<file path="src/rtl/spi_pkg.sv">
// Shared SPI slave receiver types: mode encodings, FSM states and default frame width.
package spi_pkg;

    localparam int unsigned DATA_W_DEF = 8;

    // Encoded as {cpol, cpha}, matching the SPI master.
    typedef enum logic [1:0] {
        MODE0 = 2'b00,
        MODE1 = 2'b01,
        MODE2 = 2'b10,
        MODE3 = 2'b11
    } spi_mode_e;

    typedef enum logic [1:0] {
        ST_IDLE  = 2'd0,
        ST_LOAD  = 2'd1,
        ST_SHIFT = 2'd2,
        ST_ABORT = 2'd3
    } spi_state_e;

    function automatic spi_mode_e mode_of(input logic cpol, input logic cpha);
        return spi_mode_e'({cpol, cpha});
    endfunction

endpackage

</file>
<file path="src/rtl/spi_slave_rx_if.sv">
// SPI bus plus tx/rx handshake bundle between the SPI slave and its user.
interface spi_slave_rx_if
    import spi_pkg::*;
#(
    parameter int unsigned DATA_W = DATA_W_DEF
);
    logic              cpol;
    logic              cpha;
    logic              sclk;
    logic              ss_n;
    logic              mosi;
    logic              miso;
    logic [DATA_W-1:0] tx_data;
    logic              tx_valid;
    logic              tx_ready;
    logic [DATA_W-1:0] rx_data;
    logic              rx_valid;
    logic              tx_underrun;
    logic              busy;

    modport slave (
        input  cpol, cpha, sclk, ss_n, mosi, tx_data, tx_valid,
        output miso, tx_ready, rx_data, rx_valid, tx_underrun, busy
    );

    modport master (
        output cpol, cpha, sclk, ss_n, mosi, tx_data, tx_valid,
        input  miso, tx_ready, rx_data, rx_valid, tx_underrun, busy
    );
endinterface

</file>
<file path="src/rtl/spi_edge_sync.sv">
// Multi-flop synchronizer for one asynchronous input with rise/fall detection
// on the synchronized value.
module spi_edge_sync #(
    parameter int unsigned STAGES = 2
) (
    input  logic clk,
    input  logic reset,
    input  logic d,
    output logic q,
    output logic rise_c,
    output logic fall_c
);
    logic [STAGES-1:0] chain_q, chain_d;
    logic              prev_q, prev_d;

    always_comb begin
        chain_d = {chain_q[STAGES-2:0], d};
        prev_d  = chain_q[STAGES-1];
    end

    always_ff @(posedge clk or posedge reset) begin
        if (reset) begin
            chain_q <= '0;
            prev_q  <= 1'b0;
        end else begin
            chain_q <= chain_d;
            prev_q  <= prev_d;
        end
    end

    assign q      = chain_q[STAGES-1];
    assign rise_c = chain_q[STAGES-1] & ~prev_q;
    assign fall_c = ~chain_q[STAGES-1] & prev_q;

endmodule

</file>
<file path="src/rtl/spi_slave_rx.sv">
// SPI slave: receives frames on mosi, returns held tx bytes on miso, all four SPI modes.
// Define SPI_SLAVE_MSB_FIRST_EN to shift both directions MSB first (default LSB first).
module spi_slave_rx
    import spi_pkg::*;
#(
    parameter int unsigned DATA_W      = DATA_W_DEF,
    parameter int unsigned SYNC_STAGES = 2
) (
    input  logic                  clk,
    input  logic                  reset,
    spi_slave_rx_if.slave         bus
);
    localparam int unsigned CNT_W    = $clog2(DATA_W);
    localparam logic [CNT_W-1:0] CNT_LAST = CNT_W'(DATA_W - 1);

`ifdef SPI_SLAVE_MSB_FIRST_EN
    function automatic logic [DATA_W-1:0] rx_shift(input logic [DATA_W-1:0] sh, input logic b);
        return {sh[DATA_W-2:0], b};
    endfunction
    function automatic logic tx_bit(input logic [DATA_W-1:0] sh);
        return sh[DATA_W-1];
    endfunction
    function automatic logic [DATA_W-1:0] tx_adv(input logic [DATA_W-1:0] sh);
        return {sh[DATA_W-2:0], 1'b0};
    endfunction
`else
    function automatic logic [DATA_W-1:0] rx_shift(input logic [DATA_W-1:0] sh, input logic b);
        return {b, sh[DATA_W-1:1]};
    endfunction
    function automatic logic tx_bit(input logic [DATA_W-1:0] sh);
        return sh[0];
    endfunction
    function automatic logic [DATA_W-1:0] tx_adv(input logic [DATA_W-1:0] sh);
        return {1'b0, sh[DATA_W-1:1]};
    endfunction
`endif

    logic sclk_s, sclk_rise_c, sclk_fall_c;
    logic ss_s, ss_rise_c, ss_fall_c;
    logic mosi_s, mosi_rise_c, mosi_fall_c;
    logic unused_sync;

    spi_edge_sync #(.STAGES(SYNC_STAGES)) u_sclk_sync (
        .clk(clk), .reset(reset), .d(bus.sclk),
        .q(sclk_s), .rise_c(sclk_rise_c), .fall_c(sclk_fall_c)
    );
    spi_edge_sync #(.STAGES(SYNC_STAGES)) u_ss_sync (
        .clk(clk), .reset(reset), .d(bus.ss_n),
        .q(ss_s), .rise_c(ss_rise_c), .fall_c(ss_fall_c)
    );
    spi_edge_sync #(.STAGES(SYNC_STAGES)) u_mosi_sync (
        .clk(clk), .reset(reset), .d(bus.mosi),
        .q(mosi_s), .rise_c(mosi_rise_c), .fall_c(mosi_fall_c)
    );

    assign unused_sync = ^{sclk_s, ss_rise_c, mosi_rise_c, mosi_fall_c};

    spi_state_e        state_q, state_d;
    spi_mode_e         mode_q, mode_d;
    logic [CNT_W-1:0]  cnt_q, cnt_d;
    logic [DATA_W-1:0] rx_sh_q, rx_sh_d;
    logic [DATA_W-1:0] rx_data_q, rx_data_d;
    logic              rx_valid_q, rx_valid_d;
    logic [DATA_W-1:0] tx_sh_q, tx_sh_d;
    logic              miso_q, miso_d;
    logic [DATA_W-1:0] hold_q, hold_d;
    logic              hold_full_q, hold_full_d;
    logic              tx_ready_q, tx_ready_d;
    logic              tx_underrun_q, tx_underrun_d;
    logic              under_pend_q, under_pend_d;
    logic              busy_q, busy_d;

    logic              cpol_l, cpha_l;
    logic              lead_c, trail_c, sample_c, shift_c;
    logic              take_c;
    logic [DATA_W-1:0] next_byte_c;

    // Edge roles come from the mode latched at the start of the frame.
    assign cpol_l   = mode_q[1];
    assign cpha_l   = mode_q[0];
    assign lead_c   = cpol_l ? sclk_fall_c : sclk_rise_c;
    assign trail_c  = cpol_l ? sclk_rise_c : sclk_fall_c;
    assign sample_c = cpha_l ? trail_c : lead_c;
    assign shift_c  = cpha_l ? lead_c  : trail_c;

    always_comb begin
        state_d       = state_q;
        mode_d        = mode_q;
        cnt_d         = cnt_q;
        rx_sh_d       = rx_sh_q;
        rx_data_d     = rx_data_q;
        rx_valid_d    = 1'b0;
        tx_sh_d       = tx_sh_q;
        miso_d        = miso_q;
        hold_d        = hold_q;
        hold_full_d   = hold_full_q;
        tx_underrun_d = 1'b0;
        under_pend_d  = under_pend_q;
        take_c        = 1'b0;
        next_byte_c   = hold_full_q ? hold_q : '0;

        case (state_q)
            ST_IDLE: begin
                miso_d = 1'b0;
                if (ss_fall_c) begin
                    state_d = ST_LOAD;
                    mode_d  = mode_of(bus.cpol, bus.cpha);
                end
            end
            ST_LOAD: begin
                cnt_d        = '0;
                rx_sh_d      = '0;
                under_pend_d = 1'b0;
                if (ss_s) begin
                    state_d = ST_IDLE;
                    miso_d  = 1'b0;
                end else begin
                    state_d       = ST_SHIFT;
                    take_c        = 1'b1;
                    tx_underrun_d = ~hold_full_q;
                    // cpha=0 needs bit 0 on the wire before the first sample edge.
                    if (cpha_l) begin
                        tx_sh_d = next_byte_c;
                        miso_d  = 1'b0;
                    end else begin
                        tx_sh_d = tx_adv(next_byte_c);
                        miso_d  = tx_bit(next_byte_c);
                    end
                end
            end
            ST_SHIFT: begin
                if (ss_s) begin
                    state_d = (cnt_q != '0) ? ST_ABORT : ST_IDLE;
                    miso_d  = 1'b0;
                end else if (sample_c) begin
                    rx_sh_d = rx_shift(rx_sh_q, mosi_s);
                    cnt_d   = cnt_q + CNT_W'(1);
                    if (under_pend_q) begin
                        tx_underrun_d = 1'b1;
                        under_pend_d  = 1'b0;
                    end
                    // Byte complete: publish it and reload tx for a back-to-back frame.
                    // An empty reload is only flagged once the next frame actually clocks.
                    if (cnt_q == CNT_LAST) begin
                        rx_data_d    = rx_shift(rx_sh_q, mosi_s);
                        rx_valid_d   = 1'b1;
                        take_c       = 1'b1;
                        tx_sh_d      = next_byte_c;
                        under_pend_d = ~hold_full_q;
                    end
                end else if (shift_c) begin
                    miso_d  = tx_bit(tx_sh_q);
                    tx_sh_d = tx_adv(tx_sh_q);
                end
            end
            ST_ABORT: begin
                state_d      = ST_IDLE;
                miso_d       = 1'b0;
                cnt_d        = '0;
                rx_sh_d      = '0;
                under_pend_d = 1'b0;
            end
            default: state_d = ST_IDLE;
        endcase

        // A load consumes the old holding contents; a same-cycle capture refills it.
        if (take_c) hold_full_d = 1'b0;
        if (bus.tx_valid && tx_ready_q) begin
            hold_d      = bus.tx_data;
            hold_full_d = 1'b1;
        end
        tx_ready_d = ~hold_full_d;
        busy_d     = (state_d != ST_IDLE);
    end

    always_ff @(posedge clk or posedge reset) begin
        if (reset) begin
            state_q       <= ST_IDLE;
            mode_q        <= MODE0;
            cnt_q         <= '0;
            rx_sh_q       <= '0;
            rx_data_q     <= '0;
            rx_valid_q    <= 1'b0;
            tx_sh_q       <= '0;
            miso_q        <= 1'b0;
            hold_q        <= '0;
            hold_full_q   <= 1'b0;
            tx_ready_q    <= 1'b1;
            tx_underrun_q <= 1'b0;
            under_pend_q  <= 1'b0;
            busy_q        <= 1'b0;
        end else begin
            state_q       <= state_d;
            mode_q        <= mode_d;
            cnt_q         <= cnt_d;
            rx_sh_q       <= rx_sh_d;
            rx_data_q     <= rx_data_d;
            rx_valid_q    <= rx_valid_d;
            tx_sh_q       <= tx_sh_d;
            miso_q        <= miso_d;
            hold_q        <= hold_d;
            hold_full_q   <= hold_full_d;
            tx_ready_q    <= tx_ready_d;
            tx_underrun_q <= tx_underrun_d;
            under_pend_q  <= under_pend_d;
            busy_q        <= busy_d;
        end
    end

    // miso is forced low the moment select deasserts or the FSM is idle.
    assign bus.miso        = miso_q & ~ss_s & (state_q != ST_IDLE);
    assign bus.rx_data     = rx_data_q;
    assign bus.rx_valid    = rx_valid_q;
    assign bus.tx_ready    = tx_ready_q;
    assign bus.tx_underrun = tx_underrun_q;
    assign bus.busy        = busy_q;

endmodule

</file>
<file path="src/flat_wrapper.sv">
// flat-port wrapper written by rule: the top's interface ports become plain ports
module spi_slave_rx_flat import spi_pkg::*;
#(
    parameter int unsigned DATA_W      = DATA_W_DEF,
    parameter int unsigned SYNC_STAGES = 2
)
  (clk, reset, bus_cpol, bus_cpha, bus_sclk, bus_ss_n, bus_mosi, bus_tx_data, bus_tx_valid, bus_miso, bus_tx_ready, bus_rx_data, bus_rx_valid, bus_tx_underrun, bus_busy);
  spi_slave_rx_if #(.DATA_W(DATA_W)) bus_i ();
  input  logic clk;
  input  logic reset;
  input wire logic [$bits(bus_i.cpol)-1:0] bus_cpol;
  input wire logic [$bits(bus_i.cpha)-1:0] bus_cpha;
  input wire logic [$bits(bus_i.sclk)-1:0] bus_sclk;
  input wire logic [$bits(bus_i.ss_n)-1:0] bus_ss_n;
  input wire logic [$bits(bus_i.mosi)-1:0] bus_mosi;
  input wire logic [$bits(bus_i.tx_data)-1:0] bus_tx_data;
  input wire logic [$bits(bus_i.tx_valid)-1:0] bus_tx_valid;
  output wire logic [$bits(bus_i.miso)-1:0] bus_miso;
  output wire logic [$bits(bus_i.tx_ready)-1:0] bus_tx_ready;
  output wire logic [$bits(bus_i.rx_data)-1:0] bus_rx_data;
  output wire logic [$bits(bus_i.rx_valid)-1:0] bus_rx_valid;
  output wire logic [$bits(bus_i.tx_underrun)-1:0] bus_tx_underrun;
  output wire logic [$bits(bus_i.busy)-1:0] bus_busy;
  assign bus_i.cpol = bus_cpol;
  assign bus_i.cpha = bus_cpha;
  assign bus_i.sclk = bus_sclk;
  assign bus_i.ss_n = bus_ss_n;
  assign bus_i.mosi = bus_mosi;
  assign bus_i.tx_data = bus_tx_data;
  assign bus_i.tx_valid = bus_tx_valid;
  assign bus_miso = bus_i.miso;
  assign bus_tx_ready = bus_i.tx_ready;
  assign bus_rx_data = bus_i.rx_data;
  assign bus_rx_valid = bus_i.rx_valid;
  assign bus_tx_underrun = bus_i.tx_underrun;
  assign bus_busy = bus_i.busy;
  spi_slave_rx #(.DATA_W(DATA_W), .SYNC_STAGES(SYNC_STAGES)) u_core (.clk(clk), .reset(reset), .bus(bus_i));
endmodule
</file>
<file path="config.mk">
export PLATFORM = sky130hd
export DESIGN_NAME = spi_slave_rx_flat
export DESIGN_NICKNAME = d
export VERILOG_FILES = /design/src/rtl/spi_pkg.sv /design/src/rtl/spi_slave_rx_if.sv /design/src/rtl/spi_edge_sync.sv /design/src/rtl/spi_slave_rx.sv /design/src/flat_wrapper.sv
export SDC_FILE = /design/constraint.sdc
export NUM_CORES = 1
export LEC_CHECK = 0
export BUFFER_PORTS_ARGS = -buffer_cell sky130_fd_sc_hd__buf_2
export CORE_ASPECT_RATIO = 1.5
export CORE_MARGIN = 5
export CORE_UTILIZATION = 60
export CTS_BUF_LIST = sky130_fd_sc_hd__clkbuf_4
export DETAILED_ROUTE_END_ITERATION = 12
export PLACE_DENSITY = 0.89
export SLEW_MARGIN = 5
export SYNTH_ARGS = -nofsm -noshare
export SYNTH_HDL_FRONTEND = slang
export SYNTH_SLANG_ARGS = --single-unit
</file>
<file path="constraint.sdc">
create_clock -name clk -period 4.4 [get_ports clk]
set_input_delay 0.66 -clock clk [delete_from_list [all_inputs] [get_ports clk]]
set_output_delay 0.66 -clock clk [all_outputs]
set_load 0.01 [all_outputs]
</file>
==> impl_metrics.env <==
export IMPL_diodes=0
export IMPL_grt_met3_usage_pct=3.81
export IMPL_power_density_mw_per_mm2=638
export IMPL_core_area_mm2=0.00399
export IMPL_cts_repair_resized=0
export IMPL_clock_sinks=53
export IMPL_worst_path_buf_inv=1
export IMPL_synth_compound_area_share_pct=13.0
export IMPL_start_util_pct=62.3
export IMPL_drc=0
export IMPL_drt_pass1_iter_count=4
export IMPL_nNetsFinal=251
export IMPL_rows=28
export IMPL_syn_instance_count=199
export IMPL_cts_tree="built"
export IMPL_syn_nets=223
export IMPL_numPortBuffers=28
export IMPL_synth_top_family_by_area="multiplexers"
export IMPL_synthMostInstantiatedCell="dfrtp_1"
export IMPL_cts_buffers=5
export IMPL_dr_total_vias=1662
export IMPL_worst_setup_path_type="register to register"
export IMPL_required_ns=4.70
export IMPL_routabilityCongestion=0.829
export IMPL_synth_area_leaders="dfrtp_1 (52%), mux2_2 (5.4%), mux2_4 (4.2%), ha_1 (4.0%), mux2_1 (3.6%)"
export IMPL_synth_area_mm2=0.00249
export IMPL_synth_top_cell_area_share_pct=52.3
export IMPL_peakVddDrop_v=0.000502
export IMPL_grt_max_degree=54
export IMPL_crit_chain="inv_1 > ha_1 > nor2_1 > a311oi_2 > and3_1 > mux2i_1"
export IMPL_synth_ff_type="dfrtp_1"
export IMPL_clock_skew_ns=0.0118
export IMPL_cpMaxStageDelayCell="ha_1"
export IMPL_grt_usage_pct=18.8
export IMPL_grtUsageMet1_pct=19.6
export IMPL_synthArstFlopShare_pct=100
export IMPL_power_frac_comb_pct=37.8
export IMPL_worstMarginPinSlew_ns=1.07
export IMPL_grt_pass1_vias=1798
export IMPL_synth_simple_gate_area_share_pct=9.56
export IMPL_sw_frac_of_total_pct=36.5
export IMPL_io_pins=29
export IMPL_grt_busiest_layer="met2"
export IMPL_post_cts_buffers=0
export IMPL_maxSlewViolCount=0
export IMPL_area_delta_synth_final_pct=10.2
export IMPL_status="finished, final reports clean"
export IMPL_power_frac_seq_pct=43.6
export IMPL_routed_wl_um=4620
export IMPL_path_depth=6
export IMPL_min_path_cells=0
export IMPL_grt_met2_usage_pct=35.4
export IMPL_hold_class="register to register"
export IMPL_yosysSeqAreaShare_pct=53.4
export IMPL_reg2reg_depth=6
export IMPL_drive_gt1_share_pct=27.2
export IMPL_finalHoldViolations=0
export IMPL_tns_ns=0
export IMPL_clk_pin_slew_ns=0.15
export IMPL_antenna_found_initial=0
export IMPL_synth_common_cells="dfrtp_1 (52), a31oi_1 (14), inv_1 (12), mux2_2 (12)"
export IMPL_crit_fanout=17
export IMPL_drv_cap=0
export IMPL_min_period_over_period_pct=58.0
export IMPL_muxShareOfSynthArea_pct=15.7
export IMPL_ant_nets=0
export IMPL_endpoint_kind="register"
export IMPL_synth_seq_cells=53
export IMPL_clock_fmax_ghz=0.392
export IMPL_p_switching_w=0.000637
export IMPL_synth_adder_area_share_pct=4.02
export IMPL_postCtsHoldBufs=0
export IMPL_critPathLaunchType="register"
export IMPL_hpwl_um=3360
export IMPL_die_area_mm2=0.00556
export IMPL_yosys_warnings=0
export IMPL_rsz0062_at_grt="no"
export IMPL_leakagePower_nw=1.29
export IMPL_synth_xor_xnor_area_share_pct=0.654
export IMPL_die_w_um=62.6
export IMPL_p_clk_share_pct=18.7
export IMPL_crit_family="simple AND/OR/NAND/NOR gates"
export IMPL_syn_avg_cell_area_um2=12.5
export IMPL_grt_overflow_total=0
export IMPL_vias_per_cell=6.09
export IMPL_worstSkewPairLatency_ns=0.37
export IMPL_slew_headroom_pct=28.5
export IMPL_hold_slack_ns=0.366
export IMPL_die_h_um=88.9
export IMPL_slowest_delay_ns=0.53
export IMPL_synth_distinct_cells=38
export IMPL_setup_viol=0
export IMPL_wl_per_cell_um=16.9
export IMPL_cts_root_buffer="clkbuf_4"
export IMPL_synth_edf_count=0
export IMPL_h_tree_depth=2
export IMPL_cp_arrival_ns=2.85
export IMPL_drt_iter0_drc=72
export IMPL_yosysTopAreaCell="dfrtp_1"
export IMPL_internal_power_w=0.00111
export IMPL_grt_pass1_wl_um=8230
export IMPL_clockBufferDepth=2
export IMPL_period_needed_ns=2.55
-- sequential cells by signal, summed over array words and instances (netlist names), 2 cells and up --
register / flops
u_core.rx_sh_q: 7
u_core.tx_sh_q: 8
u_core.u_ss_sync.chain_q: 2
u_core.hold_q: 8
u_core.cnt_q: 3
u_core.u_mosi_sync.chain_q: 2
u_core.bus.rx_data: 8
u_core.state_q: 2
u_core.mode_q: 2
u_core.u_sclk_sync.chain_q: 2
-- layout make-up --
type	instances	area (um^2)
Timing Repair Buffer	28	140
Sequential cell	53	1330
Clock inverter	3	65.1
Clock buffer	5	37.5
Multi-Input combinational cell	127	1070
Tap cell	45	56.3
Fill cell	307	1250
Inverter	12	45.0
-- cell families (layout without fill, tap and decap cells) --
family / after synthesis / after routing
DFF: 53 / 53
AOI/OAI and AO/OA: 44 / 44
and+or+nand+nor: 41 / 41
muxes: 33 / 33
buffers and inverters: 19 / 48
adders and majority gates: 8 / 8
xor gates and xnor gates: 1 / 1
-- placed cells by master, fill, tap and decap left out, types with 2 or more instances in the layout --
| cell type | n |
|---|---|
| a21oi_1 | 3 |
| a31oi_1 | 14 |
| a32oi_1 | 8 |
| and3_1 | 2 |
| buf_2 | 28 |
| bufinv_16 | 2 |
| clkbuf_4 | 5 |
| dfrtp_1 | 52 |
| ha_1 | 8 |
| inv_1 | 11 |
| mux2_1 | 8 |
| mux2_2 | 12 |
| mux2_4 | 7 |
| mux2i_1 | 6 |
| nand2_1 | 8 |
| nand2b_1 | 5 |
| nand3b_1 | 4 |
| nand4bb_1 | 2 |
| nor2_1 | 6 |
| nor2b_1 | 6 |
| nor3_1 | 3 |
| o211ai_1 | 8 |
| o21ai_1 | 2 |
| o221ai_1 | 2 |
| o22ai_1 | 2 |
-- metrics by stage --
stage | total power (W) | utilization, % | cell area, um^2 | setup slack, ns | instances
floorplan | 0.00128 | - | 2490 | 2.46 | 199
global placement | 0.00139 | 66.0 | 2640 | 2.03 | 265
detailed placement | 0.00143 | 66.0 | 2640 | 1.94 | 265
CTS | 0.00176 | 68.6 | 2740 | 1.90 | 273
global route | 0.00188 | 68.6 | 2740 | 1.66 | 273
finish | 0.00175 | 68.6 | 2740 | 1.85 | 273
-- final timing paths --
| kind | start | endpoint | slack, ns |
|---|---|---|---|
| max in group asynchronous | reset | u_core.tx_sh_q[0] | 3.22 |
| worst min-delay path | u_core.u_ss_sync.chain_q[0] | u_core.u_ss_sync.chain_q[1] | 0.37 |
| min in group asynchronous | reset | u_core.u_mosi_sync.chain_q[0] | 0.53 |
| worst max-delay path | u_core.state_q[0] | u_core.tx_sh_q[7] | 1.85 |
| worst min register to register | u_core.u_ss_sync.chain_q[0] | u_core.u_ss_sync.chain_q[1] | 0.37 |
| worst max register to register | u_core.state_q[0] | u_core.tx_sh_q[7] | 1.85 |
-- routing by layer --
metal / share of wire [%] / vias up
li1: - / 792
met5: 0 / -
met4: 2.1 / 0
met1: 39 / 828
met3: 3.8 / 9
met2: 55 / 33
-- power by group through the flow --
stage	logic, W	registers [W]	clock network, W
after global placement	0.000629	0.000760	0
after CTS	0.000663	0.000759	0.000333
final	0.000660	0.000761	0.000326
after floorplan	0.000558	0.000722	0
after global routing	0.000743	0.000782	0.000354
after detailed placement	0.000657	0.000771	0
No activity file was read; power rests on OpenSTA's default activity.
